$ cat src/rtl/seg_scan_driver.sv
// seg_scan_driver: time-multiplexed driver for a bank of common-anode
// seven-segment digits. Latches a packed hex value on a load strobe, scans
// one digit per slot with a short all-off blanking window at the start of
// each slot, and optionally suppresses leading zeros.
// Optional feature macro: SEGSCAN_BLINK_EN enables per-digit blinking
// driven by a frame-counting blink phase. Without it blink_mask is ignored.
module seg_scan_driver #(
  parameter int DIGITS       = 8,
  parameter int SCAN_DIV     = 1000,
  parameter int BLANK_CYCLES = 2,
  parameter int BLINK_FRAMES = 64
) (
  input  logic                  clk,
  input  logic                  rst,
  input  logic                  load,
  input  logic [4*DIGITS-1:0]   value,
  input  logic [DIGITS-1:0]     dp_in,
  input  logic                  lz_en,
  input  logic [DIGITS-1:0]     blink_mask,
  output logic [DIGITS-1:0]     an,
  output logic [6:0]            seg,
  output logic                  dp,
  output logic                  frame_tick
);

  localparam int IDX_W  = (DIGITS > 1) ? $clog2(DIGITS) : 1;
  localparam int PCNT_W = (SCAN_DIV > 1) ? $clog2(SCAN_DIV) : 1;
  localparam int NSLOT  = 1 << IDX_W;

  localparam logic [PCNT_W-1:0] PCNT_LAST = PCNT_W'(SCAN_DIV - 1);
  localparam logic [IDX_W-1:0]  IDX_LAST  = IDX_W'(DIGITS - 1);

  logic [PCNT_W-1:0]   pcnt_q, pcnt_d;
  logic [IDX_W-1:0]    idx_q, idx_d;
  logic [4*DIGITS-1:0] shadow_val_q, shadow_val_d;
  logic [DIGITS-1:0]   shadow_dp_q, shadow_dp_d;
  logic                frame_tick_q, frame_tick_d;
  logic [DIGITS-1:0]   an_q, an_d;
  logic [6:0]          seg_q, seg_d;
  logic                dp_q, dp_d;

  logic                pcnt_wrap;
  logic                blink_phase;

  // Digit-indexed views padded to a power of two so idx can index directly.
  logic [4*NSLOT-1:0]  val_wide;
  logic [3:0]          digit_arr [NSLOT];
  logic [NSLOT-1:0]    upper_zero;
  logic [NSLOT-1:0]    dp_wide;
  logic [NSLOT-1:0]    mask_wide;
  logic [NSLOT-1:0]    an_wide;

  function automatic logic [6:0] decode_hex(input logic [3:0] d);
    logic [6:0] s;
    case (d)
      4'h0: s = 7'b0000001;
      4'h1: s = 7'b1001111;
      4'h2: s = 7'b0010010;
      4'h3: s = 7'b0000110;
      4'h4: s = 7'b1001100;
      4'h5: s = 7'b0100100;
      4'h6: s = 7'b0100000;
      4'h7: s = 7'b0001111;
      4'h8: s = 7'b0000000;
      4'h9: s = 7'b0000100;
      4'hA: s = 7'b0001000;
      4'hB: s = 7'b1100000;
      4'hC: s = 7'b0110001;
      4'hD: s = 7'b1000010;
      4'hE: s = 7'b0110000;
      default: s = 7'b0111000;
    endcase
    return s;
  endfunction

  // Prescaler and digit index: advance the slot at each prescaler wrap.
  always_comb begin
    pcnt_wrap    = (pcnt_q == PCNT_LAST);
    pcnt_d       = pcnt_wrap ? '0 : pcnt_q + 1'b1;
    idx_d        = idx_q;
    frame_tick_d = 1'b0;
    if (pcnt_wrap) begin
      if (idx_q == IDX_LAST) begin
        idx_d        = '0;
        frame_tick_d = 1'b1;
      end else begin
        idx_d = idx_q + 1'b1;
      end
    end
  end

  // Shadow register captures the display value only on the load strobe.
  always_comb begin
    shadow_val_d = shadow_val_q;
    shadow_dp_d  = shadow_dp_q;
    if (load) begin
      shadow_val_d = value;
      shadow_dp_d  = dp_in;
    end
  end

  // Flag each digit whose position and everything above it hold zero.
  always_comb begin
    logic acc;
    val_wide = (4*NSLOT)'(shadow_val_q);
    acc      = 1'b1;
    for (int i = NSLOT - 1; i >= 0; i--) begin
      digit_arr[i]  = val_wide[4*i +: 4];
      acc           = acc & (digit_arr[i] == 4'h0);
      upper_zero[i] = acc;
    end
  end

`ifdef SEGSCAN_BLINK_EN
  localparam int BC_W = (BLINK_FRAMES > 1) ? $clog2(BLINK_FRAMES) : 1;
  localparam logic [BC_W-1:0] BC_LAST = BC_W'(BLINK_FRAMES - 1);

  logic [BC_W-1:0] blink_cnt_q, blink_cnt_d;
  logic            blink_phase_q, blink_phase_d;

  // Count completed frames and flip the blink phase every BLINK_FRAMES.
  always_comb begin
    blink_cnt_d   = blink_cnt_q;
    blink_phase_d = blink_phase_q;
    if (frame_tick_q) begin
      if (blink_cnt_q == BC_LAST) begin
        blink_cnt_d   = '0;
        blink_phase_d = ~blink_phase_q;
      end else begin
        blink_cnt_d = blink_cnt_q + 1'b1;
      end
    end
  end

  // Blink counter state.
  always_ff @(posedge clk) begin
    if (rst) begin
      blink_cnt_q   <= '0;
      blink_phase_q <= 1'b0;
    end else begin
      blink_cnt_q   <= blink_cnt_d;
      blink_phase_q <= blink_phase_d;
    end
  end

  assign blink_phase = blink_phase_q;
`else
  assign blink_phase = 1'b0;
`endif

  // Output decode: blank window, then the selected digit with suppression.
  always_comb begin
    logic suppress;
    logic blink_off;
    dp_wide   = NSLOT'(shadow_dp_q);
    mask_wide = NSLOT'(blink_mask);
    an_wide   = '1;
    an_d      = '1;
    seg_d     = 7'b1111111;
    dp_d      = 1'b1;
    suppress  = lz_en && (idx_q != '0) && upper_zero[idx_q];
    blink_off = blink_phase && mask_wide[idx_q];
    if (int'(pcnt_q) >= BLANK_CYCLES) begin
      an_wide[idx_q] = 1'b0;
      an_d           = an_wide[DIGITS-1:0];
      if (!blink_off) begin
        seg_d = suppress ? 7'b1111111 : decode_hex(digit_arr[idx_q]);
        dp_d  = ~dp_wide[idx_q];
      end
    end
  end

  // Core state and registered outputs.
  always_ff @(posedge clk) begin
    if (rst) begin
      pcnt_q       <= '0;
      idx_q        <= '0;
      shadow_val_q <= '0;
      shadow_dp_q  <= '0;
      frame_tick_q <= 1'b0;
      an_q         <= '1;
      seg_q        <= 7'b1111111;
      dp_q         <= 1'b1;
    end else begin
      pcnt_q       <= pcnt_d;
      idx_q        <= idx_d;
      shadow_val_q <= shadow_val_d;
      shadow_dp_q  <= shadow_dp_d;
      frame_tick_q <= frame_tick_d;
      an_q         <= an_d;
      seg_q        <= seg_d;
      dp_q         <= dp_d;
    end
  end

  assign an         = an_q;
  assign seg        = seg_q;
  assign dp         = dp_q;
  assign frame_tick = frame_tick_q;

endmodule

$ cat config.mk
export PLATFORM = sky130hd
export DESIGN_NAME = seg_scan_driver
export DESIGN_NICKNAME = d
export VERILOG_FILES = /design/src/rtl/seg_scan_driver.sv
export SDC_FILE = /design/constraint.sdc
export NUM_CORES = 1
export LEC_CHECK = 0
export ABC_AREA = 1
export BUFFER_PORTS_ARGS = -buffer_cell sky130_fd_sc_hd__buf_2
export CORE_MARGIN = 1
export CORE_UTILIZATION = 39
export DETAILED_ROUTE_END_ITERATION = 16
export GPL_ROUTABILITY_DRIVEN = 1
export PLACE_DENSITY_LB_ADDON = 0.08
export SYNTH_ARGS = -nofsm -noshare
export SYNTH_HDL_FRONTEND = slang
export SYNTH_SLANG_ARGS = --single-unit
$ cat constraint.sdc
create_clock -name clk -period 2.4 [get_ports clk]
set_input_delay 0.24 -clock clk [delete_from_list [all_inputs] [get_ports clk]]
set_output_delay 0.24 -clock clk [all_outputs]
set_load 0.005 [all_outputs]
==> results of run 1 <==
==> through the flow <==
step / power, mW / std cells / worst slack [ns]
floorplan: 1.462 / 485 / 0.5767
global placement: 1.563 / 638 / 0.2904
detailed placement: 1.565 / 638 / 0.2531
CTS: 2.360 / 652 / 0.2420
global route: 2.465 / 652 / 0.006885
finish: 2.333 / 652 / 0.2366
==> report_power, final <==
group	leakage (nW)	internal, mW	switching [mW]	total, mW
sequential	0.577	1.23	0.0403	1.27
combinational	1.12	0.111	0.158	0.269
clock	0.0821	0.389	0.408	0.796
total	1.78	1.73	0.606	2.33
==> metal layers <==
| metal | share of wire | up-vias | GRT usage |
|---|---|---|---|
| met3 | 0.040 | 12 | 0.04288 |
| met1 | 0.50 | 1373 | 0.2457 |
| li1 | - | 1658 | - |
| met2 | 0.44 | 58 | 0.2749 |
| met4 | 0.021 | 0 | 0.08718 |
| met5 | 0 | - | 0 |
==> layout by cell type, fill, tap and decap left out, types with 4 or more instances in the layout <==
master    count
a21oi_1       9
buf_2        60
buf_4         7
clkbuf_8     10
dfxtp_1      70
ha_1         11
inv_1        25
nand2_1     125
nand3_1      27
nor2_1      115
nor3_1       13
nor4_1        4
o21ai_0      47
==> kinds of logic (layout without fill, tap and decap cells) <==
logic type | Yosys count | after routing | share of synthesized area
AO/OA/AOI/OAI | 59 | 59 | 0.09216
adder cells (fa/ha/maj) | 11 | 11 | 0.04189
buffers and inverters | 49 | 111 | 0.06968
flip-flops | 70 | 70 | 0.4265
AND/OR/NAND/NOR | 296 | 296 | 0.3698
==> how the worst max path moves through the flow <==
| stage | endpoint | slack (ns) |
|---|---|---|
| after floorplan | seg[3]$_SDFF_PP1_ | 0.58 |
| after global placement | seg[3]$_SDFF_PP1_ | 0.29 |
| after detailed placement | seg[3]$_SDFF_PP1_ | 0.25 |
| after CTS | seg[3]$_SDFF_PP1_ | 0.24 |
| after global routing | seg[3]$_SDFF_PP1_ | 0.007 |
| final | seg[3]$_SDFF_PP1_ | 0.24 |
==> layout make-up <==
| class | instances | area (um2) | area share |
|---|---|---|---|
| flip-flops and latches | 70 | 1401 | 0.3679 |
| inverters | 30 | 112.6 | 0.02957 |
| multi-input cells | 366 | 1655 | 0.4346 |
| repair buffers | 67 | 352.8 | 0.09264 |
| clock inverters | 2 | 10.01 | 0.002628 |
| well taps | 105 | 131.4 | 0.03449 |
| clock buffers | 12 | 145.1 | 0.03811 |
==> state kept, by name (all words and copies together) (netlist names) <==
name,cells
seg,7
pcnt_q,10
dp,1
an,8
shadow_val_q,32
dp_wide,8
frame_tick,1
idx_q,3
==> impl_results.md, run 1 <==
- Clock transition at path regs: approximately 0.06 ns
- GRT overflow: 0
- Yosys top cell area share: 0.4265
- Worst setup EP type: flop
- Initial drt markers: about 150
- Number of global-route vias before repair: ~2600
- Row cnt: 33
- Min-Delay Endpoint: frame_tick$_SDFF_PP0_
- Max VDD drop: 0.3349 mV
- Root buffer cell: clkbuf_8
- First-pass iteration count of the detailed router: 4
- # port buffers: 60
- Vias per cell: 4.756
- P&R area growth vs syn: 15.92%
- Synthesized Nets: between 500 and 600
- Final Max Slew Viols: 0
- Share of layout cells above drive strength 1: 0.1609
- CP max-delay cell: dfxtp_1
- Power per Cell Area: just over 600 nW/um2
- CP max stage delay: roughly 0.43 ns
- Hold Path Class: input pin to flop
- Post-CTS Repair Setup Buffers: 0
- Synthesized area: ~3300 um2
- Top area cells in the synthesized netlist: dfxtp_1, nand2_1, nor2_1, o21ai_0, ha_1
- Global-route wire length before repair: ~12 mm
- Worst Setup SP: idx_q[1]$_SDFFE_PP0N_
- Crit path top cell by count: nand2_1
- Reg2reg start: idx_q[1]$_SDFFE_PP0N_
- CTS tree: yes
- Data arrival, critical path: 2.39 ns
- Ant diodes: 0
- Cell taking the most area after synthesis: dfxtp_1
- GR Util All Layers: 0.1832
- Min-delay src: rst
- Average cell area after synthesis: between 6 and 7 um2
- Crit path max fanout: 11
- Critical path class: flop to flop
- Vias post-DR: ~3100
- Worst Tran Pin Value: about 0.55 ns
- Yosys reg bits: 70
- Post-synth ARST share: 0
- CTS resizes: 0
- Die width: between 90 and 100 um
- Max frequency: ~0.46 GHz
- Initial antenna violation count: 0
- Hold path depth: 2
- WL/cell: 11.72 um
- H-tree level count: 3
- Flop2flop setup slack: roughly 0.24 ns
- Starting Density: 0.4019
- Endpoints failing setup: 0
- Reg2Reg Depth: 12
- Worst setup SP type: flop
- Status: finished clean
- Worst endpoint required time: 2.63 ns
- Cell count after synthesis: approximately 490
- Crit path cell chain: nor2_1 > nand3_1 > nand2_1 > nor2_1 > nand2_1 > inv_1 > ha_1 > nand3b_1 > nand3_1 > nand2_1 > inv_1 > nand2_1
- Number of synthesized flops with an enable pin: 0
- Routed Wire Length: approximately 7.6 mm
- R2r endpoint: seg[3]$_SDFF_PP1_
- Slew HR: 0.6297
- Fill count: just under 900
- Post-layout instance area: approximately 3800 um2
- Delay-heaviest family, CP: simple AND/OR/NAND/NOR gates
- Final worst path period need: roughly 2.2 ns
- Final HPWL DP: around 5.7 mm
- Most numerous cell in the Yosys netlist: nand2_1
- Num CTS Buffers: 9
- Crit path depth: 12
- Final Net Count: between 600 and 700
- RSZ-0062 raised after global routing: false
- Buf/Inv on CP: 2
- Hold Buf Count CTS: 0
- Core Region: between 8000 and 9000 um2
- Hold_ws: ~0.099 ns
- Die area: slightly below 9000 um2
- Clk buf depth: 2
- Clk sinks: 70
- Final period utilization: 0.9014
- MaxCap Viol Count: 0
- IO Count: 69
- Setup_tns: 0 ns
- Register area share after synthesis: 0.4265
- Post-DP Area: 3654 um2
- Synth cell count leaders: nand2_1, nor2_1, dfxtp_1
- Warnings, synthesis: 0
- Final Hold Vio Count: 0
- Routability congestion estimate: 0.8288
- Die Ht: roughly 94 um
- Synth Flop Type: dfxtp_1
- Pin count of the biggest net entering global routing: 38
- Post-route core utilization: 0.4659
- Library cells used by synthesis: 29
- Fin Clk Skew: roughly 0.0064 ns
- DRT antenna net count: 0
- Clock latency on the worst-skew pair: between 0.3 and 0.4 ns
- Static Leak: ~1.8 nW
- DR DRC count: 0
Power figures use the tool's default switching activity.
==> run 2, diff against run 1 <==
--- a/config.mk
+++ b/config.mk
@@ -9,6 +9,7 @@
 export BUFFER_PORTS_ARGS = -buffer_cell sky130_fd_sc_hd__buf_2
 export CORE_MARGIN = 1
 export CORE_UTILIZATION = 39
+export CTS_BUF_LIST = sky130_fd_sc_hd__clkbuf_4 sky130_fd_sc_hd__clkbuf_8 sky130_fd_sc_hd__clkbuf_16
 export DETAILED_ROUTE_END_ITERATION = 16
 export GPL_ROUTABILITY_DRIVEN = 1
 export PLACE_DENSITY_LB_ADDON = 0.08
==> impl_results.md, run 2 (synthesis gave the netlist of run 1 again) <==
- P&R area growth vs syn: 16.15%
- Clock latency on the worst-skew pair: 0.35 ns
- Top flop regs: shadow_val_q: 32 flops, pcnt_q: 10 flops
- Root buffer cell: clkbuf_8
- GR Util All Layers: 0.1828
- Row cnt: 33
- Post-layout instance area: 3816 um2
- Slew HR: 0.6290
- Switching Share: 0.2573
- Reg2Reg Depth: 12
- Num CTS Buffers: 9
- CP max stage delay: 0.43 ns
- Data arrival, critical path: 2.40 ns
- Status: finished clean
- Endpoints failing setup: 0
- Fin Clk Skew: 0.006348 ns
- Commonest non-fill, non-tap cell in the layout: nand2_1
- Clock transition at path regs: about 0.070 ns
- Initial antenna violation count: 0
- Global-route wire length before repair: 12.28 mm
- Sw Pwr: around 0.61 mW
- IO Count: 69
- Placed insts: about 640
- Post-CTS Repair Setup Buffers: 0
- Reg area: ~1400 um2
- Final Net Count: between 600 and 700
- Final worst path period need: 2.165 ns
- Starting Density: 0.4019
- Final Hold Vio Count: 0
- MaxCap Viol Count: 0
- Die area: approximately 8800 um2
- Die Ht: between 90 and 100 um
- Core Region: about 8000 um2
- Clk sinks: 70
- Comb power frac: 0.114
- Post-route core utilization: 0.4668
- H-tree level count: 3
- Fill count: a little under 900
- CTS tree: yes
- Pin count of the biggest net entering global routing: 38
- Reg with most FFs: shadow_val_q
- CTS resizes: 0
- Dpl ws: 0.2531 ns
- Vias post-DR: roughly 3000
- Commonest non-fill, non-tap cells in the layout: nand2_1, nor2_1, dfxtp_1, buf_2, o21ai_0
- Number of global-route vias before repair: around 2600
- Pint: 1.749 mW
- Worst endpoint required time: 2.63 ns
- Crit path max fanout: 11
- Seq pwr share: 0.538
- Area taken by multi-input logic gates: about 1700 um2
- Die width: 93.79 um
- First-pass iteration count of the detailed router: 4
- Worst Tran Pin Value: approximately 0.55 ns
- Share of layout cells above drive strength 1: 0.1645
- DRT antenna net count: 0
- Crit path top cell by count: nand2_1
- CP max-delay cell: dfxtp_1
- Vias per cell: around 4.7
- Max VDD drop: around 0.33 mV
- Critical path class: flop to flop
- R2r endpoint: seg[3]$_SDFF_PP1_
- Setup_tns: 0 ns
- Flop2flop setup slack: 0.23 ns
- RSZ-0062 raised after global routing: false
- Ant diodes: 0
- Initial drt markers: 141
- Fin cells: around 650
- GRT overflow: 0
- Max frequency: roughly 0.46 GHz
- Min-Delay Endpoint: frame_tick$_SDFF_PP0_
- Crit path cell chain: nor2_1 > nand3_1 > nand2_1 > nor2_1 > nand2_1 > inv_1 > ha_1 > nand3b_1 > nand3_1 > nand2_1 > inv_1 > nand2_1
- Setup WS post-layout: between 0.2 and 0.25 ns
- Clk buf depth: 2
- Final HPWL DP: between 5 and 6 mm
- Final Power: 2.355 mW
- Final period utilization: 0.9022
- Worst setup SP type: flop
- Reg2reg start: idx_q[1]$_SDFFE_PP0N_
- Routed Wire Length: about 7.6 mm
- Post-DP Area: ~3700 um2
- # port buffers: 60
- Routability congestion estimate: ~0.83
- DR DRC count: 0
- Final Max Slew Viols: 0
- Min-delay src: rst
- Worst setup EP type: flop
- Hold Path Class: input pin to flop
- WL/cell: about 12 um
- Max reg flops: 32
- Hold Buf Count CTS: 0
- Power per Cell Area: slightly above 600 nW/um2
- Hold path depth: 2
- Hold_ws: 0.09810 ns
- Clock power share: 0.348
- Static Leak: about 1.8 nW
-- run 2: cell counts in the layout (fill, tap and decap cells not counted) --
Identical to the previous run, type by type.
-- run 2: worst max-delay path by stage --
stage                     startpoint           endpoint
2_1_floorplan  idx_q[0]$_SDFFE_PP0N_  seg[3]$_SDFF_PP1_
3_3_place_gp   idx_q[1]$_SDFFE_PP0N_  seg[3]$_SDFF_PP1_
3_5_place_dp   idx_q[1]$_SDFFE_PP0N_  seg[3]$_SDFF_PP1_
4_1_cts        idx_q[1]$_SDFFE_PP0N_  seg[3]$_SDFF_PP1_
5_1_grt        idx_q[1]$_SDFFE_PP0N_  seg[3]$_SDFF_PP1_
6_report       idx_q[1]$_SDFFE_PP0N_  seg[3]$_SDFF_PP1_
-- run 2: final cells by class --
type | count | share of cell area
sequential | 70 | 0.3672
inverter | 30 | 0.02951
tap | 105 | 0.03443
multi-input combinational | 366 | 0.4338
timing repair buffer | 67 | 0.09246
clock inverter | 2 | 0.002623
clock buffer | 12 | 0.04000
-- run 2: per-layer routing --
metal	up-vias	track usage	part of all wire
li1	1659	-	-
met1	1367	0.2447	0.50
met3	11	0.04773	0.038
met2	54	0.2768	0.44
met5	-	0	0
met4	0	0.07564	0.018
-- run 2: critical path: cells and delay by family (launching register included) --
family	cells	cell delay [ns]
fa+ha+maj	1	0.23
simple gates	9	1.22
buf+inv	2	0.16
flops	1	0.43
-- run 2: power groups by stage --
stage,Sequential [mW],Combinational [mW],Clock [mW]
after floorplan,1.28,0.178,0
after detailed placement,1.29,0.271,0
final,1.27,0.269,0.819
after global routing,1.27,0.313,0.903
after global placement,1.29,0.269,0
after CTS,1.27,0.273,0.845
